===== config.mk =====
export PLATFORM = sky130hd
export DESIGN_NAME = cla_accumulator_x64
export DESIGN_NICKNAME = d
export VERILOG_FILES = /design/src/rtl/cla_accumulator_x64.sv
export SDC_FILE = /design/constraint.sdc
export NUM_CORES = 1
export LEC_CHECK = 0
export BUFFER_PORTS_ARGS = -buffer_cell sky130_fd_sc_hd__buf_4
export CAP_MARGIN = 20
export CORE_AREA = 2 2 131 133
export DETAILED_ROUTE_END_ITERATION = 10
export DIE_AREA = 0 0 133 135
export PLACE_DENSITY = 0.76
export SYNTH_ARGS = -nofsm -noshare
export SYNTH_HDL_FRONTEND = slang
export SYNTH_SLANG_ARGS = --single-unit

===== constraint.sdc =====
create_clock -name clk_i -period 5.3 [get_ports clk_i]
set_clock_uncertainty 0.05 [all_clocks]
set_input_delay 0 -clock clk_i [delete_from_list [all_inputs] [get_ports clk_i]]
set_output_delay 0 -clock clk_i [all_outputs]
set_load 0.02 [all_outputs]

===== src/rtl/cla_accumulator_x64.sv =====
// cla_accumulator_x64: sequential accumulate controller wrapped around an
// external 64-bit carry-lookahead adder. Operands arrive on a valid/ready
// stream. Each operand is added to a running accumulator, and the batch
// result is presented on an output handshake.
// Optional feature: define CLA_ACC_SATURATE_EN to make the sum stick at
// all-ones once any add in the batch has carried out of bit 63.
module cla_accumulator_x64 #(
    parameter int unsigned COUNT_WIDTH = 8
) (
    input  logic                   clk_i,
    input  logic                   rst_i,
    input  logic                   in_valid_i,
    output logic                   in_ready_o,
    input  logic [63:0]            in_data_i,
    input  logic                   in_last_i,
    output logic [63:0]            add_a_o,
    output logic [63:0]            add_b_o,
    input  logic [63:0]            add_s_i,
    output logic                   out_valid_o,
    input  logic                   out_ready_i,
    output logic [63:0]            out_sum_o,
    output logic                   out_carry_o,
    output logic [COUNT_WIDTH-1:0] out_count_o
);

    typedef enum logic [1:0] {StIdle, StAdd, StDone} state_e;

    state_e                 state_q, state_d;
    logic [63:0]            acc_q, acc_d;
    logic [63:0]            opnd_q, opnd_d;
    logic                   last_q, last_d;
    logic                   carry_q, carry_d;
    logic [COUNT_WIDTH-1:0] count_q, count_d;
    logic                   cout;

    // The adder exposes no carry-out, so recover it from the operand and
    // sum MSBs.
    assign cout = (add_a_o[63] & add_b_o[63]) |
                  ((add_a_o[63] ^ add_b_o[63]) & ~add_s_i[63]);

    // The adder inputs and all result outputs come straight from registers.
    assign add_a_o     = acc_q;
    assign add_b_o     = opnd_q;
    assign out_sum_o   = acc_q;
    assign out_carry_o = carry_q;
    assign out_count_o = count_q;
    assign in_ready_o  = (state_q == StIdle);
    assign out_valid_o = (state_q == StDone);

    // Next-state logic: accept an operand, add it, or hold the result.
    always_comb begin
        state_d = state_q;
        acc_d   = acc_q;
        opnd_d  = opnd_q;
        last_d  = last_q;
        carry_d = carry_q;
        count_d = count_q;
        unique case (state_q)
            StIdle: begin
                if (in_valid_i) begin
                    opnd_d  = in_data_i;
                    last_d  = in_last_i;
                    state_d = StAdd;
                end
            end
            StAdd: begin
                acc_d = add_s_i;
`ifdef CLA_ACC_SATURATE_EN
                if (cout || carry_q) begin
                    acc_d = '1;
                end
`endif
                carry_d = carry_q | cout;
                if (count_q != '1) begin
                    count_d = count_q + 1'b1;
                end
                state_d = last_q ? StDone : StIdle;
            end
            StDone: begin
                if (out_ready_i) begin
                    acc_d   = '0;
                    opnd_d  = '0;
                    carry_d = 1'b0;
                    count_d = '0;
                    state_d = StIdle;
                end
            end
            default: state_d = StIdle;
        endcase
    end

    // State registers. Reset is asynchronous and discards any partial batch.
    always_ff @(posedge clk_i or posedge rst_i) begin
        if (rst_i) begin
            state_q <= StIdle;
            acc_q   <= '0;
            opnd_q  <= '0;
            last_q  <= 1'b0;
            carry_q <= 1'b0;
            count_q <= '0;
        end else begin
            state_q <= state_d;
            acc_q   <= acc_d;
            opnd_q  <= opnd_d;
            last_q  <= last_d;
            carry_q <= carry_d;
            count_q <= count_d;
        end
    end

endmodule


# Word level (Yosys, flattened, before mapping)
# Cells that the tools add are included.
[totals]
word_cells = 40
output_inout_bits = 203
register_bits = 140
inputBits = 133
[op_classes]
mux = 13
eq_ne = 6
n_reduce_logical = 8
add_sub_neg = 1
n_bitwise = 6
[op_table]
columns = ["operator", "count"]
rows = [
  ["64-bit one-hot mux with 2 select lines", 2],
  ["64-bit 2-to-1 mux", 2],
  ["8-bit 2-to-1 mux", 2],
  ["8-bit one-hot mux with 2 select lines", 1],
  ["8-bit by 1-bit adder with 8-bit output (second input constant)", 1],
  ["8-bit != test (second input constant)", 1],
  ["2-bit 2-to-1 mux", 3],
  ["2-bit one-hot mux with 3 select lines", 1],
  ["2-bit AND reduction", 3],
  ["3-bit AND reduction", 2],
  ["2-bit != test (second input constant)", 2],
  ["2-bit nonzero test", 2],
  ["1-bit AND", 2],
  ["2-bit by 1-bit equality test with 1-bit output (second input constant)", 1],
  ["2-bit equality test (second input constant)", 1],
  ["2-bit logical NOT", 1],
  ["2-bit by 1-bit != test with 1-bit output (second input constant)", 1],
  ["1-bit bitwise OR", 2],
  ["1-bit one-hot mux with 2 select lines", 1],
  ["1-bit 2-to-1 mux", 1],
  ["1-bit NOT", 1],
  ["1-bit XOR", 1],
]

# Longest topological paths before layout
# Gate-level depths: netlist of run 1.
[logic_depth]
depth_word = 5
depth_mapped = 6

# Worst setup path before layout of run 1
# No wires, ideal clock.
[synth_path]
path_kind = "flip-flop to flip-flop"
from = "register count_q[0] (netlist: out_count_o[0])"
to = "register count_q[6] (netlist: out_count_o[6])"
setup_slack_ns = 3.628
arrival_time_ns = 1.501
t_required_ns = 5.129
setup_ns = 0.121
path_stages_with_launch = 6
n_path_buf = 0
synth_period_minus_slack_ns = 1.672
cell_sequence = "dfrtp_1 ha_1 and4_1 a22oi_4 o21ai_0 a22o_1"
[synth_via]
elab_chain_len = 3
[synth_lines]
columns = ["item", "line_no", "source"]
rows = [
  ["from (decl)", "33", "logic [COUNT_WIDTH-1:0] count_q, count_d;"],
  ["from (signal assigned)", "107", "count_q <= count_d;"],
  ["8-bit by 1-bit adder with 8-bit output / 8-bit != test (equally long branches)", "75, 74", ""],
  ["8-bit 2-to-1 mux / 2-bit != test (equally long branches)", "-", ""],
  ["8-bit one-hot mux with 2 select lines / 3-bit AND reduction (equally long branches)", "-", ""],
]
# Parallel ways exist; a longest one is shown, timed or not. The select of a mux whose other input is x is not followed.
# A chain may end at the register's enable or synchronous reset.

# Worst setup path after layout of run 1
[layout_path]
from = "register state_q[1]"
to = "register acc_q[30] (netlist: add_a_o[30])"
[layout_via]
elab_chain_len = 3
[layout_lines]
columns = ["item", "line_no", "source"]
rows = [
  ["from (decl)", "28", "state_e state_q, state_d;"],
  ["from (signal assigned)", "95", "state_q <= StIdle;"],
  ["from (signal assigned)", "102", "state_q <= state_d;"],
  ["2-bit equality test / 2-bit by 1-bit equality test with 1-bit output (equally long branches)", "58", "unique case (state_q)"],
  ["2-bit by 1-bit != test with 1-bit output (no source line) / 2-bit nonzero test (equally long branches)", "-", ""],
  ["2-bit AND reduction (no source line)", "-", ""],
  ["to (signal assigned)", "96", "acc_q <= '0;"],
  ["to (signal assigned)", "103", "acc_q <= acc_d;"],
  ["to (decl)", "29", "logic [63:0] acc_q, acc_d;"],
]
# Parallel ways exist; a longest one is shown, timed or not.

==> flow_summary.json, run 1 <==
{
  "crit_top_cell": "buf_4",
  "setup_violations": 0,
  "io_buffers": 335,
  "antenna_found_initial": 0,
  "synth_cell_types": 32,
  "wl_met1_um": 7560,
  "grt_pass1_wl_um": 28300,
  "core-area_um2": 16400,
  "stdcell_count": 1047,
  "fmax_ghz": 0.469,
  "critPathKind": "reg2reg",
  "regArea_um2": 3500,
  "cp.required_ns": 5.59,
  "area_growth_syn_to_layout_pct": 72.4,
  "die_x_um": 133,
  "start_kind": "flop",
  "ys_seq_elements": 140,
  "totalPowerFinal_mw": 6.40,
  "p_per_area_nw_per_um2": 656,
  "dp_hpwl_um": 11400,
  "wl_met2_um": 9490,
  "drt_first_pass_iters": 4,
  "syn_avg_cell_area_um2": 13.6,
  "cts-root-buf": "clkbuf_16",
  "ys_warn_count": 0,
  "die_y_um": 135,
  "dp_cells": 883,
  "drt_iter0_drc": 185,
  "top_layer_used": "met4",
  "boundaryPins": 336,
  "cp_top_family": "buffers and inverters",
  "multiInputGateArea_um2": 1490,
  "critPathBufInv": 2,
  "async_flop_share_pct": 100,
  "worstPathMaxFanout": 66,
  "finalHoldViolCount": 0,
  "via_per_inst": 4.87,
  "routabilityCongestion": 0.754,
  "grt_max_degree": 83,
  "design.die.area_um2": 18000,
  "worstHoldPathType": "in2reg",
  "relSlewSlack_pct": 51.0,
  "seq_area_frac_synth_pct": 61.9,
  "n_antenna_cell": 0,
  "finalSetupTns_ns": 0,
  "first_global_vias": 5120,
  "max_stage_delay_ns": 0.53,
  "vias": 5094,
  "rsz0062_at_grt": "false",
  "cts.path.max_buffers": 2,
  "outcome": "finished, final reports clean",
  "post-route-period-util_pct": 40.2,
  "min_period_ns": 2.13,
  "synth_edf_count": 0,
  "drv_cap": 0,
  "netlist_area_um2": 5660,
  "syn_nets": 552,
  "cts.clk_slew.worst_paths_ns": 0.06,
  "p_leak_nw": 5.01,
  "slowest_stage": "buf_4",
  "nFillCells": 1250,
  "wl_per_cell_um": 18.1,
  "final_antenna_net_count": 0,
  "floorplan.initialDensity_pct": 34.5,
  "numClockSinks": 140,
  "crit_path_end_kind": "flop",
  "critPathArrivalTime_ns": 2.42,
  "netlist_instances": 417,
  "cts_resized": 0,
  "nNetsFinal": 950,
  "routed_wl_um": 18900,
  "grt-ovfl-total": 0,
  "ys.flop_type": "dfrtp_1",
  "h-tree-depth": 4,
  "drc_errors": 0,
  "wl_met3_um": 1550,
  "fin_util_pct": 59.5,
  "cts_tree": "done",
  "grt.total_usage_pct": 20.2,
  "clk_latency_ns": 0.41,
  "peakVddDrop_mv": 0.322,
  "worstMarginPinSlew_ns": 0.734,
  "drive_above_1_share_pct": 45.9,
  "postCtsSetupRepairBufs": 0,
  "core.rowCount": 47,
  "crit_chain": "and2b_2 > buf_4 > a21oi_4 > buf_4 > a22o_1",
  "final_max_slew_viol_count": 0,
  "tritoncts.num_buffers": 17
}
==> worst paths after layout <==
kind | start | endpoint | slack [ns] | depth (start not counted)
min in group asynchronous | rst_i | add_b_o[37] | 0.16 | 3
max in group asynchronous | rst_i | add_a_o[57] | 3.99 | 5
setup / recovery | state_q[1] | add_a_o[30] | 3.17 | 5
hold / removal | in_valid_i | add_b_o[16] | 0.13 | 4
setup reg to reg | state_q[1] | add_a_o[30] | 3.17 | 5
hold reg to reg | add_b_o[46] | add_b_o[46] | 0.45 | 1
==> registers in the layout, summed over array words and instances (netlist names) <==
| name | flops |
|---|---|
| add_a_o | 64 |
| add_b_o | 64 |
| last_q | 1 |
| out_carry_o | 1 |
| out_count_o | 8 |
| state_q | 2 |
==> per-stage QoR <==
stage                     setup slack (ns)  hold WS, ns  cell area [µm²]
after floorplan                       1.50       0.0573             5660
after global placement                3.25       0.0325             7840
after global routing                  3.06        0.136             9760
after CTS                             3.16        0.142             9710
after detailed placement              3.18       0.0433             7840
final                                 3.17        0.134             9760
==> layout by cell type (no fill, tap or decap), types with 2 or more instances in the layout <==
cell,netlist,routed
clkbuf_8,0,2
a21oi_1,3,3
a22o_1,130,130
buf_4,67,339
nand2_1,9,9
ha_1,2,2
dlygate4sd3_1,0,131
nand2b_1,2,2
dfrtp_1,140,140
inv_6,0,4
nor2b_1,2,2
nand3_1,2,2
o21ai_0,6,6
a31oi_1,3,3
nor2_1,4,4
and3_1,2,2
clkbuf_16,0,17
clkinvlp_4,0,5
clkinv_2,0,2
and4_1,2,2
inv_1,4,3
==> worst register-to-register path, stage by stage, from the launching register on <==
cell and delay (ns):
dfrtp_1 0.43, and2b_2 0.24, buf_4 0.32, a21oi_4 0.20
buf_4 0.53, a22o_1 0.31
==> Yosys cell counts (3+ instances only) <==
cell type  number  area share (%)
dfrtp_1       140              62
a21oi_1         3            0.27
buf_4          67             8.9
buf_2          18             1.6
buf_6           4            0.80
clkbuf_1        3            0.20
a31oi_1         3            0.33
a22o_1        130              20
inv_1           4            0.27
nor2_1          4            0.27
nand2_1         9            0.60
o21ai_0         6            0.53
==> area by class of cell <==
class	instances	area share, %
Timing Repair Buffer	472	40.0
Sequential cell	140	35.9
Multi-Input combinational cell	180	15.3
Clock buffer	19	4.64
Clock inverter	12	1.15
Tap cell	220	2.82
Inverter	4	0.205
==> what timing repair did <==
item | 4_1_cts | 5_1_grt
endpoints found under the setup margin | 0 | 0
hold endpoints to repair | 190 | 0
hold buffers | 131 | 0
==> routing by layer <==
metal  vias up  global-route usage (%)
met5         -                       0
met4         0                    5.97
met3        27                    6.61
met2       279                    33.8
met1      2506                    25.1
li1       2282                       -
==> report_power, final <==
| part | leakage (nW) | switching, mW | total, mW | internal, mW |
|---|---|---|---|---|
| Sequential | 1.75 | 0.445 | 2.01 | 1.57 |
| Combinational | 2.99 | 1.77 | 3.25 | 1.48 |
| Clock | 0.264 | 0.465 | 1.14 | 0.671 |
| Total | 5.01 | 2.68 | 6.40 | 3.72 |
==> logic make-up (layout without fill, tap and decap cells) <==
family                     count (synthesis)  in the layout  share of synthesized area, %
adders and majority gates                  2              2                         0.442
AOI/OAI and AO/OA                        150            150                          23.1
DFF                                      140            140                          61.9
buffers and inverters                     97            507                          11.8
muxes                                      2              2                         0.376
and+or+nand+nor                           26             26                          2.39
Note: power is estimated with default switching activity, not from simulation.
==> inputs of run 2 (changes only) <==
==> constraint.sdc (replaced) <==
create_clock -name clk_i -period 2.05 [get_ports clk_i]
set_clock_uncertainty 0.05 [all_clocks]
set_input_delay 0 -clock clk_i [delete_from_list [all_inputs] [get_ports clk_i]]
set_output_delay 0 -clock clk_i [all_outputs]
set_load 0.02 [all_outputs]
==> flow_summary.json, run 2 (synthesized netlist as in run 1, its figures left out) <==
{
  "outcome": "finished, final reports clean",
  "dp_hpwl_um": 11700,
  "design.die.area_um2": 18000,
  "drive_above_1_share_pct": 45.9,
  "final_cell_mix": "buf_4, dfrtp_1, dlygate4sd3_1",
  "floorplan.initialDensity_pct": 34.5,
  "critPathArrivalTime_ns": 2.03,
  "fin_util_pct": 60.1,
  "grt-ovfl-total": 0,
  "relSlewSlack_pct": 52.3,
  "use_met1_pct": 26.4,
  "drc_errors": 0,
  "met3_usage_pct": 7.43,
  "routed_wl_um": 19500,
  "area_growth_syn_to_layout_pct": 74.2,
  "tritoncts.num_buffers": 17,
  "cts.clk_slew.worst_paths_ns": 0.06,
  "die_x_um": 133,
  "cp.required_ns": 2.34,
  "start_kind": "flop",
  "via_per_inst": 4.88,
  "boundaryPins": 336,
  "clk_latency_ns": 0.41,
  "io_buffers": 335,
  "totalPowerFinal_mw": 17.0,
  "rsz0062_at_grt": "false",
  "wl_per_cell_um": 18.5,
  "fmax_ghz": 0.575,
  "antenna_found_initial": 0,
  "setup_violations": 0,
  "final_common_cell": "buf_4",
  "nNetsFinal": 952,
  "cts.path.max_buffers": 2,
  "h-tree-depth": 4,
  "cts_tree": "done",
  "gr-usage-met2_pct": 34.1,
  "nFillCells": 1203,
  "grt.total_usage_pct": 21.1,
  "regArea_um2": 3500,
  "critPathKind": "reg2reg",
  "postCtsSetupRepairBufs": 0,
  "cts-root-buf": "clkbuf_16",
  "routabilityCongestion": 0.804,
  "worstMarginPinSlew_ns": 0.715,
  "finalHoldViolCount": 0,
  "die_y_um": 135,
  "drt_first_pass_iters": 4,
  "core-area_um2": 16400,
  "grt_max_degree": 74,
  "n_antenna_cell": 0,
  "worstHoldPathType": "in2async",
  "numClockSinks": 140,
  "grt_pass1_wl_um": 29600,
  "drt_iter0_drc": 291,
  "busiest_layer": "met2",
  "p_per_area_nw_per_um2": 1720,
  "worstPathMaxFanout": 64,
  "p_leak_nw": 5.05,
  "min_period_ns": 1.74,
  "peakVddDrop_mv": 0.778,
  "finalSetupTns_ns": 0,
  "first_global_vias": 5338,
  "final_max_slew_viol_count": 0,
  "post-route-period-util_pct": 84.8,
  "crit_path_end_kind": "flop",
  "drv_cap": 0,
  "multiInputGateArea_um2": 1490,
  "core.rowCount": 47,
  "final_antenna_net_count": 0,
  "vias": 5122
}
-- run 2: cell count changes in the layout (fill, tap and decap cells not counted), moves of 2 or more --
| cell | delta |
|---|---|
| buf_4 | -2 |
| buf_12 | +4 |
| clkinv_4 | +2 |
| bufinv_16 | +2 |
| inv_6 | -2 |
-- run 2: worst max-delay path: stages (launching register included) --
cell and delay (ns):
dfrtp_1 0.44, and2b_2 0.28, buf_4 0.56, a22o_1 0.29
-- run 2: what timing repair did --
| action | 4_1_cts | 5_1_grt |
|---|---|---|
| resized for setup | 0 | 0 |
| hold buffers | 132 | 0 |
| endpoints found under the hold margin | 272 | 0 |
-- run 2: per-layer routing --
metal,part of all wire (%),vias up
li1,-,2293
met1,40,2551
met2,49,249
met3,8.1,29
met4,2.0,0
met5,0,-
-- run 2: cell type report --
cell class,count,share of cell area (%)
Multi-Input combinational cell,180,15.2
Inverter,4,0.190
Timing Repair Buffer,474,40.1
Sequential cell,140,35.5
Clock buffer,20,4.63
Clock inverter,12,1.64
Tap cell,220,2.79
-- run 2: path summary, 6_finish.rpt --
check,from,end,slack (ns),cells past startpoint
worst max-delay path,state_q[1],add_a_o[31],0.31,3
worst min-delay path,rst_i,add_a_o[49],0.06,3
worst max register to register,state_q[1],add_a_o[31],0.31,3
worst min register to register,add_b_o[59],add_b_o[59],0.45,1
max in group asynchronous,rst_i,add_b_o[22],1.20,4
min in group clk_i,in_data_i[34],add_b_o[34],0.30,3
-- run 2: power breakdown --
group	switching [mW]	internal, mW
Combinational	4.69	3.89
Sequential	1.11	4.05
Clock	1.22	1.99
Total	7.03	9.93
-- run 2: metrics by stage --
stage,hold WS [ns],setup slack [ns],std cells,instance area (µm²)
final,0.0575,0.311,1050,9860
after global routing,0.0705,0.215,1050,9860
after CTS,0.0666,0.321,1050,9860
after detailed placement,-0.0609,0.319,886,7920
after global placement,-0.0597,0.387,886,7920
after floorplan,0.0573,0.251,417,5670
==> inputs of run 3 (changes only) <==
--- a/config.mk
+++ b/config.mk
@@ -5,12 +5,13 @@
 export SDC_FILE = /design/constraint.sdc
 export NUM_CORES = 1
 export LEC_CHECK = 0
+export ABC_AREA = 1
 export BUFFER_PORTS_ARGS = -buffer_cell sky130_fd_sc_hd__buf_4
 export CAP_MARGIN = 20
-export CORE_AREA = 2 2 131 133
+export CORE_AREA = 2 2 129 131
 export DETAILED_ROUTE_END_ITERATION = 10
-export DIE_AREA = 0 0 133 135
-export PLACE_DENSITY = 0.76
+export DIE_AREA = 0 0 131 133
+export PLACE_DENSITY = 0.82
 export SYNTH_ARGS = -nofsm -noshare
 export SYNTH_HDL_FRONTEND = slang
 export SYNTH_SLANG_ARGS = --single-unit
==> constraint.sdc (replaced) <==
create_clock -name clk_i -period 1.6 [get_ports clk_i]
set_clock_uncertainty 0.05 [all_clocks]
set_input_delay 0 -clock clk_i [delete_from_list [all_inputs] [get_ports clk_i]]
set_output_delay 0 -clock clk_i [all_outputs]
set_load 0.02 [all_outputs]
==> flow_summary.json, run 3 <==
{
  "synthTopCellsByArea": "dfrtp_1, nand3_1, nand2_1, buf_4, buf_2",
  "multiInputGateArea_um2": 2020,
  "worstPathMaxFanout": 10,
  "netlist_instances": 716,
  "routabilityCongestion": 0.792,
  "grt-ovfl-total": 0,
  "p_per_area_nw_per_um2": 2100,
  "crit_chain": "ha_1 > nand3_1 > nor2_2 > nand2_1 > nand2_2 > nand2_1 > nand2_1",
  "min_to": "state_q[0]",
  "post-synth-top-count-cell": "nand2_1",
  "min_path_cells": 4,
  "post-route-period-util_pct": 92.5,
  "cp.required_ns": 1.91,
  "die_y_um": 133,
  "synthTopCellsByCount": "nand2_1, nand3_1, dfrtp_1",
  "dp_hpwl_um": 14300,
  "floorplan.initialDensity_pct": 38.9,
  "yosysTopAreaCellShare_pct": 55.7,
  "cts-root-buf": "clkbuf_16",
  "slowest_stage": "dfrtp_1",
  "ys_warn_count": 0,
  "clk_latency_ns": 0.41,
  "synth_edf_count": 0,
  "crit_path_end_kind": "flop",
  "io_buffers": 335,
  "synthXorXnorAreaFrac_pct": 0.139,
  "first_global_vias": 6682,
  "p_leak_nw": 5.60,
  "routed_wl_um": 23700,
  "r2r_slack_ns": 0.12,
  "setup_ws_ns": 0.120,
  "core-area_um2": 16200,
  "ys_seq_elements": 140,
  "drive_above_1_share_pct": 35.2,
  "final_common_cell": "buf_4",
  "cts.clk_slew.worst_paths_ns": 0.06,
  "grt_pass1_wl_um": 35900,
  "synth_cell_types": 23,
  "worstMarginPinSlew_ns": 0.480,
  "start_kind": "flop",
  "synth_top_family_by_area": "simple AND/OR/NAND/NOR gates",
  "via_per_inst": 5.05,
  "crit_top_cell": "nand2_1",
  "rr_worst_depth": 7,
  "nNetsFinal": 1237,
  "seq_area_frac_synth_pct": 55.7,
  "outcome": "finished, final reports clean",
  "relSlewSlack_pct": 68.0,
  "critPathBufInv": 0,
  "numClockSinks": 140,
  "fin_util_pct": 64.7,
  "max_stage_delay_ns": 0.41,
  "area_growth_syn_to_layout_pct": 66.3,
  "setup_violations": 0,
  "h-tree-depth": 4,
  "drc_errors": 0,
  "cts_resized": 0,
  "synth_compound_area_share_pct": 0.836,
  "antenna_found_initial": 0,
  "synthSimpleGateAreaFrac_pct": 30.6,
  "wl_per_cell_um": 17.8,
  "reg2reg_from": "out_count_o[0]",
  "worstHoldPathType": "in2reg",
  "regArea_um2": 3500,
  "post-place-ws_ns": 0.144,
  "syn_avg_cell_area_um2": 8.78,
  "peakVddDrop_mv": 1.18,
  "cp_top_family": "simple AND/OR/NAND/NOR gates",
  "cts_tree": "done",
  "tritoncts.num_buffers": 17,
  "syn_nets": 851,
  "finalHoldViolCount": 0,
  "critPathArrivalTime_ns": 1.79,
  "synth.largest_area_cell": "dfrtp_1",
  "synth_fa_ha_area_share_pct": 0.398,
  "drv_cap": 0,
  "drt_iter0_drc": 487,
  "die_x_um": 131,
  "fmax_ghz": 0.676,
  "hold_start": "in_valid_i",
  "nFillCells": 1170,
  "grt_max_degree": 87,
  "netlist_area_um2": 6290,
  "min_period_ns": 1.48,
  "core.rowCount": 47,
  "ys.flop_type": "dfrtp_1",
  "reg2reg_to": "out_count_o[3]",
  "synthMuxAreaShare_pct": 0,
  "cts.path.max_buffers": 2,
  "n_antenna_cell": 0,
  "grt.total_usage_pct": 26.7,
  "final_cell_mix": "buf_4, nand2_1, nand3_1",
  "rsz0062_at_grt": "false",
  "critPathKind": "reg2reg",
  "drt_first_pass_iters": 5,
  "design.die.area_um2": 17400,
  "final_antenna_net_count": 0,
  "final_max_slew_viol_count": 0,
  "async_flop_share_pct": 100,
  "vias": 6740,
  "boundaryPins": 336
}
[run 3: metrics by stage]
step	TNS, ns	hold WS (ns)	total power [mW]	cell area [µm²]	cells
after floorplan	-27.87	0.0503	13.2	6290	716
after global placement	0	0.0853	17.2	8550	1172
after detailed placement	0	0.0926	17.4	8550	1172
after CTS	0	0.0162	21.8	10500	1334
after global routing	0	0.0376	23.1	10500	1334
final	0	0.0273	21.9	10500	1334
[run 3: worst reg2reg max path: cells and delay by family, from the launching register on]
family,cells,cell delay (ns)
AND/OR/NAND/NOR,6,0.75
adder cells (fa/ha/maj),1,0.22
flip-flops,1,0.41
[run 3: layer usage]
layer	up-vias	track usage (%)	part of all wire (%)
met5	-	0	0
li1	3042	-	-
met3	97	7.93	9.5
met4	0	16.3	5.9
met2	443	42.8	48
met1	3158	31.2	37
[run 3: where the power goes]
part	total (mW)	internal, mW	switching [mW]	leakage [nW]
Clock	4.03	2.46	1.57	0.287
Combinational	11.3	4.53	6.75	3.56
Sequential	6.63	5.17	1.46	1.75
Total	21.9	12.2	9.78	5.60
[run 3: worst max path at each step]
stage / endpoint / start / cells past startpoint
floorplan: add_a_o[0] / rst_i / 1
CTS: out_count_o[3] / out_count_o[0] / 7
global placement: add_b_o[48] / state_q[0] / 6
global route: out_count_o[4] / out_count_o[0] / 7
detailed placement: out_count_o[3] / out_count_o[0] / 7
finish: out_count_o[3] / out_count_o[0] / 7
[run 3: cell families (layout without fill, tap and decap cells)]
group / after synthesis / in the layout
adder cells (fa/ha/maj): 2 / 2
AND/OR/NAND/NOR: 440 / 440
flip-flops: 140 / 140
buffers and inverters: 124 / 522
XOR/XNOR: 1 / 1
AO/OA/AOI/OAI: 9 / 9
[run 3: final cells by class]
type	instances	share of cell area, %
flip-flops and latches	140	33.5
repair buffers	480	38.4
inverters	11	0.431
well taps	220	2.63
clock inverters	13	1.60
multi-input cells	452	19.3
clock buffers	18	4.10
[run 3: what timing repair did]
item / 4_1_cts / 5_1_grt
buffers inserted: 0 / 0
hold buffers: 131 / 0
endpoints found under the hold margin: 271 / 0
